==> src/rtl/ex_mem_reg_if.sv <==
// EX/MEM boundary bus: EX-side instruction fields, MEM/WB writeback bus and registered MEM-side outputs.
// The master drives the EX side and observes MEM; the slave is the pipeline register itself.
interface ex_mem_reg_if #(
    parameter int DW = 16,
    parameter int RW = 4
);
    logic          stall;
    logic          flush;

    logic          ex_valid;
    logic [DW-1:0] ex_alu_result;
    logic [DW-1:0] ex_rt_data;
    logic [RW-1:0] ex_rt_addr;
    logic [RW-1:0] ex_rd_addr;
    logic          ex_mem_read;
    logic          ex_mem_write;
    logic          ex_reg_write;
    logic          ex_mem_to_reg;
    logic          ex_halt;
    logic [DW-1:0] ex_pc_plus2;

    logic          wb_reg_write;
    logic [RW-1:0] wb_rd_addr;
    logic [DW-1:0] wb_data;

    logic          mem_valid;
    logic          mem_mem_read;
    logic          mem_mem_write;
    logic          mem_reg_write;
    logic          mem_mem_to_reg;
    logic [DW-1:0] mem_alu_result;
    logic [DW-1:0] mem_store_data;
    logic [RW-1:0] mem_rd_addr;
    logic [DW-1:0] mem_pc_plus2;
    logic          mem_misalign;
    logic          halted;

    modport master (
        output stall, flush,
        output ex_valid, ex_alu_result, ex_rt_data, ex_rt_addr, ex_rd_addr,
        output ex_mem_read, ex_mem_write, ex_reg_write, ex_mem_to_reg, ex_halt, ex_pc_plus2,
        output wb_reg_write, wb_rd_addr, wb_data,
        input  mem_valid, mem_mem_read, mem_mem_write, mem_reg_write, mem_mem_to_reg,
        input  mem_alu_result, mem_store_data, mem_rd_addr, mem_pc_plus2, mem_misalign, halted
    );

    modport slave (
        input  stall, flush,
        input  ex_valid, ex_alu_result, ex_rt_data, ex_rt_addr, ex_rd_addr,
        input  ex_mem_read, ex_mem_write, ex_reg_write, ex_mem_to_reg, ex_halt, ex_pc_plus2,
        input  wb_reg_write, wb_rd_addr, wb_data,
        output mem_valid, mem_mem_read, mem_mem_write, mem_reg_write, mem_mem_to_reg,
        output mem_alu_result, mem_store_data, mem_rd_addr, mem_pc_plus2, mem_misalign, halted
    );
endinterface

==> src/rtl/ex_mem_reg.sv <==
// EX/MEM pipeline register, 1-cycle latency; priority rst > flush > stall > load, sticky halt freezes loads.
// Define EXMEM_STORE_FWD_EN to forward the WB bus into store data when it targets the store's rt register.
module ex_mem_reg #(
    parameter int DW = 16,
    parameter int RW = 4
) (
    input  logic         clk,
    input  logic         rst,
    ex_mem_reg_if.slave  bus
);
    logic          r_mem_valid;
    logic          r_mem_mem_read;
    logic          r_mem_mem_write;
    logic          r_mem_reg_write;
    logic          r_mem_mem_to_reg;
    logic [DW-1:0] r_mem_alu_result;
    logic [DW-1:0] r_mem_store_data;
    logic [RW-1:0] r_mem_rd_addr;
    logic [DW-1:0] r_mem_pc_plus2;
    logic          r_mem_misalign;
    logic          r_halted;

    logic          w_load;
    logic          w_mem_read;
    logic          w_mem_write;
    logic          w_reg_write;
    logic          w_misalign;
    logic          w_halt_set;
    logic [DW-1:0] w_store_data;

    // Once halted the slot is frozen; only reset releases it.
    assign w_load      = !bus.stall && !r_halted;
    assign w_mem_read  = bus.ex_valid & bus.ex_mem_read;
    assign w_mem_write = bus.ex_valid & bus.ex_mem_write;
    assign w_reg_write = bus.ex_valid & bus.ex_reg_write & (bus.ex_rd_addr != '0);
    assign w_misalign  = bus.ex_valid & (bus.ex_mem_read | bus.ex_mem_write) & bus.ex_alu_result[0];
    assign w_halt_set  = bus.ex_valid & bus.ex_halt;

`ifdef EXMEM_STORE_FWD_EN
    logic w_fwd_hit;

    assign w_fwd_hit    = bus.wb_reg_write & (bus.wb_rd_addr == bus.ex_rt_addr)
                        & (bus.ex_rt_addr != '0) & bus.ex_mem_write;
    assign w_store_data = w_fwd_hit ? bus.wb_data : bus.ex_rt_data;
`else
    logic w_wb_unused;

    assign w_store_data = bus.ex_rt_data;
    assign w_wb_unused  = ^{bus.wb_reg_write, bus.wb_rd_addr, bus.wb_data, bus.ex_rt_addr};
`endif

    always_ff @(posedge clk) begin
        if (rst) begin
            r_mem_valid      <= 1'b0;
            r_mem_mem_read   <= 1'b0;
            r_mem_mem_write  <= 1'b0;
            r_mem_reg_write  <= 1'b0;
            r_mem_mem_to_reg <= 1'b0;
            r_mem_alu_result <= '0;
            r_mem_store_data <= '0;
            r_mem_rd_addr    <= '0;
            r_mem_pc_plus2   <= '0;
            r_mem_misalign   <= 1'b0;
            r_halted         <= 1'b0;
        end else if (bus.flush) begin
            // Bubble: kill the slot's side effects, leave data and halt state alone.
            r_mem_valid      <= 1'b0;
            r_mem_mem_read   <= 1'b0;
            r_mem_mem_write  <= 1'b0;
            r_mem_reg_write  <= 1'b0;
            r_mem_mem_to_reg <= 1'b0;
            r_mem_misalign   <= 1'b0;
        end else if (w_load) begin
            r_mem_valid      <= bus.ex_valid;
            r_mem_mem_read   <= w_mem_read;
            r_mem_mem_write  <= w_mem_write;
            r_mem_reg_write  <= w_reg_write;
            r_mem_mem_to_reg <= bus.ex_mem_to_reg;
            r_mem_alu_result <= bus.ex_alu_result;
            r_mem_store_data <= w_store_data;
            r_mem_rd_addr    <= bus.ex_rd_addr;
            r_mem_pc_plus2   <= bus.ex_pc_plus2;
            r_mem_misalign   <= w_misalign;
            r_halted         <= w_halt_set;
        end
    end

    assign bus.mem_valid      = r_mem_valid;
    assign bus.mem_mem_read   = r_mem_mem_read;
    assign bus.mem_mem_write  = r_mem_mem_write;
    assign bus.mem_reg_write  = r_mem_reg_write;
    assign bus.mem_mem_to_reg = r_mem_mem_to_reg;
    assign bus.mem_alu_result = r_mem_alu_result;
    assign bus.mem_store_data = r_mem_store_data;
    assign bus.mem_rd_addr    = r_mem_rd_addr;
    assign bus.mem_pc_plus2   = r_mem_pc_plus2;
    assign bus.mem_misalign   = r_mem_misalign;
    assign bus.halted         = r_halted;
endmodule

==> src/flat_wrapper.sv <==
// flat-port wrapper written by rule: the top's interface ports become plain ports
module ex_mem_reg_flat 
#(
    parameter int DW = 16,
    parameter int RW = 4
)
  (clk, rst, bus_stall, bus_flush, bus_ex_valid, bus_ex_alu_result, bus_ex_rt_data, bus_ex_rt_addr, bus_ex_rd_addr, bus_ex_mem_read, bus_ex_mem_write, bus_ex_reg_write, bus_ex_mem_to_reg, bus_ex_halt, bus_ex_pc_plus2, bus_wb_reg_write, bus_wb_rd_addr, bus_wb_data, bus_mem_valid, bus_mem_mem_read, bus_mem_mem_write, bus_mem_reg_write, bus_mem_mem_to_reg, bus_mem_alu_result, bus_mem_store_data, bus_mem_rd_addr, bus_mem_pc_plus2, bus_mem_misalign, bus_halted);
  ex_mem_reg_if #(.DW(DW), .RW(RW)) bus_i ();
  input  logic clk;
  input  logic rst;
  input wire logic [$bits(bus_i.stall)-1:0] bus_stall;
  input wire logic [$bits(bus_i.flush)-1:0] bus_flush;
  input wire logic [$bits(bus_i.ex_valid)-1:0] bus_ex_valid;
  input wire logic [$bits(bus_i.ex_alu_result)-1:0] bus_ex_alu_result;
  input wire logic [$bits(bus_i.ex_rt_data)-1:0] bus_ex_rt_data;
  input wire logic [$bits(bus_i.ex_rt_addr)-1:0] bus_ex_rt_addr;
  input wire logic [$bits(bus_i.ex_rd_addr)-1:0] bus_ex_rd_addr;
  input wire logic [$bits(bus_i.ex_mem_read)-1:0] bus_ex_mem_read;
  input wire logic [$bits(bus_i.ex_mem_write)-1:0] bus_ex_mem_write;
  input wire logic [$bits(bus_i.ex_reg_write)-1:0] bus_ex_reg_write;
  input wire logic [$bits(bus_i.ex_mem_to_reg)-1:0] bus_ex_mem_to_reg;
  input wire logic [$bits(bus_i.ex_halt)-1:0] bus_ex_halt;
  input wire logic [$bits(bus_i.ex_pc_plus2)-1:0] bus_ex_pc_plus2;
  input wire logic [$bits(bus_i.wb_reg_write)-1:0] bus_wb_reg_write;
  input wire logic [$bits(bus_i.wb_rd_addr)-1:0] bus_wb_rd_addr;
  input wire logic [$bits(bus_i.wb_data)-1:0] bus_wb_data;
  output wire logic [$bits(bus_i.mem_valid)-1:0] bus_mem_valid;
  output wire logic [$bits(bus_i.mem_mem_read)-1:0] bus_mem_mem_read;
  output wire logic [$bits(bus_i.mem_mem_write)-1:0] bus_mem_mem_write;
  output wire logic [$bits(bus_i.mem_reg_write)-1:0] bus_mem_reg_write;
  output wire logic [$bits(bus_i.mem_mem_to_reg)-1:0] bus_mem_mem_to_reg;
  output wire logic [$bits(bus_i.mem_alu_result)-1:0] bus_mem_alu_result;
  output wire logic [$bits(bus_i.mem_store_data)-1:0] bus_mem_store_data;
  output wire logic [$bits(bus_i.mem_rd_addr)-1:0] bus_mem_rd_addr;
  output wire logic [$bits(bus_i.mem_pc_plus2)-1:0] bus_mem_pc_plus2;
  output wire logic [$bits(bus_i.mem_misalign)-1:0] bus_mem_misalign;
  output wire logic [$bits(bus_i.halted)-1:0] bus_halted;
  assign bus_i.stall = bus_stall;
  assign bus_i.flush = bus_flush;
  assign bus_i.ex_valid = bus_ex_valid;
  assign bus_i.ex_alu_result = bus_ex_alu_result;
  assign bus_i.ex_rt_data = bus_ex_rt_data;
  assign bus_i.ex_rt_addr = bus_ex_rt_addr;
  assign bus_i.ex_rd_addr = bus_ex_rd_addr;
  assign bus_i.ex_mem_read = bus_ex_mem_read;
  assign bus_i.ex_mem_write = bus_ex_mem_write;
  assign bus_i.ex_reg_write = bus_ex_reg_write;
  assign bus_i.ex_mem_to_reg = bus_ex_mem_to_reg;
  assign bus_i.ex_halt = bus_ex_halt;
  assign bus_i.ex_pc_plus2 = bus_ex_pc_plus2;
  assign bus_i.wb_reg_write = bus_wb_reg_write;
  assign bus_i.wb_rd_addr = bus_wb_rd_addr;
  assign bus_i.wb_data = bus_wb_data;
  assign bus_mem_valid = bus_i.mem_valid;
  assign bus_mem_mem_read = bus_i.mem_mem_read;
  assign bus_mem_mem_write = bus_i.mem_mem_write;
  assign bus_mem_reg_write = bus_i.mem_reg_write;
  assign bus_mem_mem_to_reg = bus_i.mem_mem_to_reg;
  assign bus_mem_alu_result = bus_i.mem_alu_result;
  assign bus_mem_store_data = bus_i.mem_store_data;
  assign bus_mem_rd_addr = bus_i.mem_rd_addr;
  assign bus_mem_pc_plus2 = bus_i.mem_pc_plus2;
  assign bus_mem_misalign = bus_i.mem_misalign;
  assign bus_halted = bus_i.halted;
  ex_mem_reg #(.DW(DW), .RW(RW)) u_core (.clk(clk), .rst(rst), .bus(bus_i));
endmodule
==> config.mk <==
export PLATFORM = sky130hd
export DESIGN_NAME = ex_mem_reg_flat
export DESIGN_NICKNAME = d
export VERILOG_FILES = /design/src/rtl/ex_mem_reg_if.sv /design/src/rtl/ex_mem_reg.sv /design/src/flat_wrapper.sv
export SDC_FILE = /design/constraint.sdc
export NUM_CORES = 1
export LEC_CHECK = 0
export ABC_AREA = 1
export CORE_AREA = 2 2 81 83
export DETAILED_ROUTE_END_ITERATION = 8
export DIE_AREA = 0 0 83 85
export PLACE_DENSITY = 0.79
export SYNTH_ARGS = -nofsm -noshare
export SYNTH_HDL_FRONTEND = slang
export SYNTH_SLANG_ARGS = --single-unit
==> constraint.sdc <==
create_clock -name clk -period 1.5 [get_ports clk]
set_input_delay 0.3 -clock clk [delete_from_list [all_inputs] [get_ports clk]]
set_output_delay 0.3 -clock clk [all_outputs]
set_load 0.01 [all_outputs]
* Word level (Yosys, flattened, before mapping)
Cells that the tools add are included.
** Storage, ports and cells
- Output and inout port bits :: 59
- Bits in latches :: 0
- Memories :: 0
- Input bits :: 87
- Memory bits (writable) :: 0
- Register bits :: 59
- Memory bits (read-only) :: 0
** Operators by class
- Bitwise logic cells :: 9
- Add/subtract/negate cells :: 0
- Divide/modulo/power cells :: 0
- Shifts and indexed selects :: 0
- Mux-type cells :: 0
- Eq/ne operators :: 0
- Order comparisons :: 0
- Multipliers :: 0
- Reductions and logical operators :: 6
** Operator list (number)
- 1-bit AND :: 7
- 4-bit nonzero test :: 1
- 1-bit logical NOT :: 2
- 2-bit AND reduction :: 1
- 2-bit OR reduction :: 1
- 1-bit logical AND :: 1
- 1-bit NOT :: 1
- 1-bit bitwise OR :: 1

* Logic depth before layout (Yosys ltp)
- Word-level depth :: 3
- Depth in mapped cells :: 6
- Mapped depth without buffers :: 5

* Worst setup path before layout
OpenSTA, ideal clock, no wires.
- Kind :: register -> register
- Start :: register u_core.r_halted, in the netlist u_core.bus.halted
- End :: register u_core.r_mem_rd_addr[0], in the netlist u_core.bus.mem_rd_addr[0]
- Arrival time :: 0.985 ns
- Data required time :: 1.384 ns
- Path slack :: 0.399 ns
- Cell stages (with the launch flop) :: 6
- Path buffers :: 1
- Clock period less this slack :: 1.101 ns
- Cell sequence :: dfxtp_1 > nor2_4 > nand2_4 > clkbuf_2 > o21ai_0 > nor2_1
** Between the ends
- Longest elaborated chain between the ends :: 3
** Ends and longest elaborated chain
- start, declared :: RTL line ex_mem_reg.sv:21 : logic r_halted;
- start signal, assigned :: RTL line ex_mem_reg.sv:84 : r_halted <= w_halt_set;
- 1-bit logical NOT :: RTL line ex_mem_reg.sv:32 : assign w_load = !bus.stall && !r_halted;
- 1-bit logical AND :: RTL line ex_mem_reg.sv:32
- 2-bit AND reduction (no source line)
- end signal, assigned :: RTL line ex_mem_reg.sv:81 : r_mem_rd_addr <= bus.ex_rd_addr;
- end, declared :: RTL line ex_mem_reg.sv:18 : logic [RW-1:0] r_mem_rd_addr;
No other way between the ends.
A chain may end at the register's enable or synchronous reset.

* Worst setup path in the final report
- Start :: register u_core.r_halted, in the netlist u_core.bus.halted
- End :: output port bus_halted
** RTL lines
- end, declared :: RTL line flat_wrapper.sv:37 : output wire logic [$bits(bus_i.halted)-1:0] bus_halted;
No word-level cell between the ends.

==> out/qor.txt <==
VDD IR max = 586 uV
Synth cell count leaders = 107 x nor2_1, 59 x dfxtp_1, 53 x o21ai_0
Routed Antenna Nets = 0
Netlist cell types = 15
RSZ-0062 raised after global routing = no
Detail Placement HPWL = 4110 um
Seq cells post-synth = 59
Leakage = 1.68 nW
Total GRT Usage = 16.4%
Syn Std Cell Area = 0.00211 sq mm
Crit Path Max Fanout = 3
CTS root buf = clkbuf_8
Global route overflow = 0
Largest net degree at the start of global routing = 30
Nets = 477
Post-route cell area = 0.00354 sq mm
Area fraction of the dominant cell type after synthesis = 56.1%
Syn Inst Count = 266
GR Layer Usage met1 = 18.6%
First-pass GRT wire length = 9400 um
Cell with the most instances after synthesis = nor2_1
Top post-synthesis cells by area = dfxtp_1 56%, nor2_1 19%, o21ai_0 13%
Initial antenna violation count = 0
Setup crit start kind = flop
CP endpoint kind = output port
Avg Cell Area, Syn = 7.92 sq um
CTS tree = done
Die Area = 0.00706 sq mm
Fmax = 767 MHz
Area delta synth->final = 68.0%
Bufs and invs on worst path = 1
Initial DRC count = 47
Die H = 85 um
Post-synthesis async set-or-reset flop share = 0%
CP Cell Sequence = dlygate4sd2_1
Worst-Skew Late Latency = 0.32 ns
Crit-path max cell delay = 0.39 ns
Placed Area = 0.00344 sq mm
Vias = 2186
Clk slew on worst S/H paths = 0.06 ns
Max-Cap Viols = 0
Minimum clock period = 1.30 ns
CP top delay family = flip-flops
# setup viols final = 0
Hold WC Path Type = reg -> reg
Post-route clock period utilization = 86.9%
Met3 usage = 6.81%
WL final = 5640 um
DRT Pass-1 Iters = 4
Status = finished, final reports clean
Clock Skews = 0.00617 ns
Initial Utilization = 33.9%
GPL Wtd Cong = 0.764
DR vias/cell = 4.63
Crit path DAT = 1.00 ns
DRC = 0
Clock Sinks = 59
Input/output buffers = 120
Fin util = 57.0%
Ys Warns = 0
Worst slew pin tran = 0.184 ns
Hold violation total from the final report = 0
Vias in the first global route = 2056
Power, Total = 3.51 mW
Cell taking the most area after synthesis = dfxtp_1
Slew Limit Fails = 0
CTS Buf Count = 9
Post-CTS Setup Bufs = 0
Ant diodes = 0
EDFF count, synth = 0
GRT Max-Usage Layer = met2
Die Span X = 83 um
Filler Cell Count = 597
CTS max path bufs = 2
Number of H-tree levels = 3
Ys flop type = dfxtp_1
IO Count = 146
Wire length per cell = 12.0 um
Core Footprint = 0.00620 sq mm
Seq/Total Area, Yosys = 56.1%
Slowest CP cell = dfxtp_1
CP Class = reg -> out
Synthesized net count = 353
Hold slack final = 0.465 ns
PD cells = 992 mW/mm^2
Slew margin rel. = 87.6%
Met2 GRT Util = 27.1%
CP required = 1.20 ns
Fraction of layout cells with a size suffix above 1 = 6.08%
Site Rows = 29
per-layer routing:
metal  routed length [um]  up-vias
li1                     -     1099
met1                 2420      985
met2                 2630       91
met3                  478       11
met4                  114        0
met5                    0        -
final cells by class:
cell class | instances | area [sq um] | share of cell area (%)
clock buffers | 13 | 139 | 3.93
clock inverters | 3 | 15.0 | 0.424
inverters | 7 | 31.3 | 0.884
multi-input cells | 185 | 793 | 22.4
flip-flops and latches | 59 | 1180 | 33.4
well taps | 77 | 96.3 | 2.72
repair buffers | 128 | 1280 | 36.2
through the flow:
step	instances	worst slack (ns)	setup TNS, ns
after CTS	472	0.000385	0
final	472	0.196	0
after floorplan	266	0.399	0
after detailed placement	456	-0.0458	-0.710
after global routing	472	0.133	0
after global placement	456	-0.00463	-0.0228
path summary, 6_finish.rpt:
kind                                              startpoint                           end  slack (ns)  cells past startpoint
worst max-delay path                       u_core.bus.halted                    bus_halted        0.20                      1
worst min register to register  u_core.bus.mem_alu_result[0]  u_core.bus.mem_alu_result[0]        0.46                      2
worst min-delay path            u_core.bus.mem_alu_result[0]  u_core.bus.mem_alu_result[0]        0.46                      2
worst max register to register             u_core.bus.halted   u_core.bus.mem_pc_plus2[11]        0.39                      5
cells by family (layout without fill, tap and decap cells):
family	Yosys count	after routing	share of synthesized area, %
simple gates	125	125	23.4
compound gates	60	60	14.3
flops	59	59	56.1
buf+inv	22	151	6.24
power by group:
part | switching (mW) | internal (mW) | leakage (nW)
clock | 0.564 | 0.593 | 0.0812
combinational | 0.280 | 0.353 | 1.11
sequential | 0.0466 | 1.67 | 0.486
total | 0.891 | 2.62 | 1.68
cell usage in the layout, fill, tap and decap left out, drive strengths merged:
cell,n
dlymetal6s2s,5
inv,6
o21ai,53
or2,1
nand2,12
clkbuf,13
dfxtp,59
nand3,4
buf,8
nor2,108
a21oi,6
clkinv,4
o22ai,1
dlygate4sd2,54
clkdlybuf4s50,61
timing repair:
action / CTS / global route
endpoints found under the setup margin: 54 / 5
hold buffers: 0 / 0
gates resized for setup: 54 / 5
(Power assumes the default switching activity.)
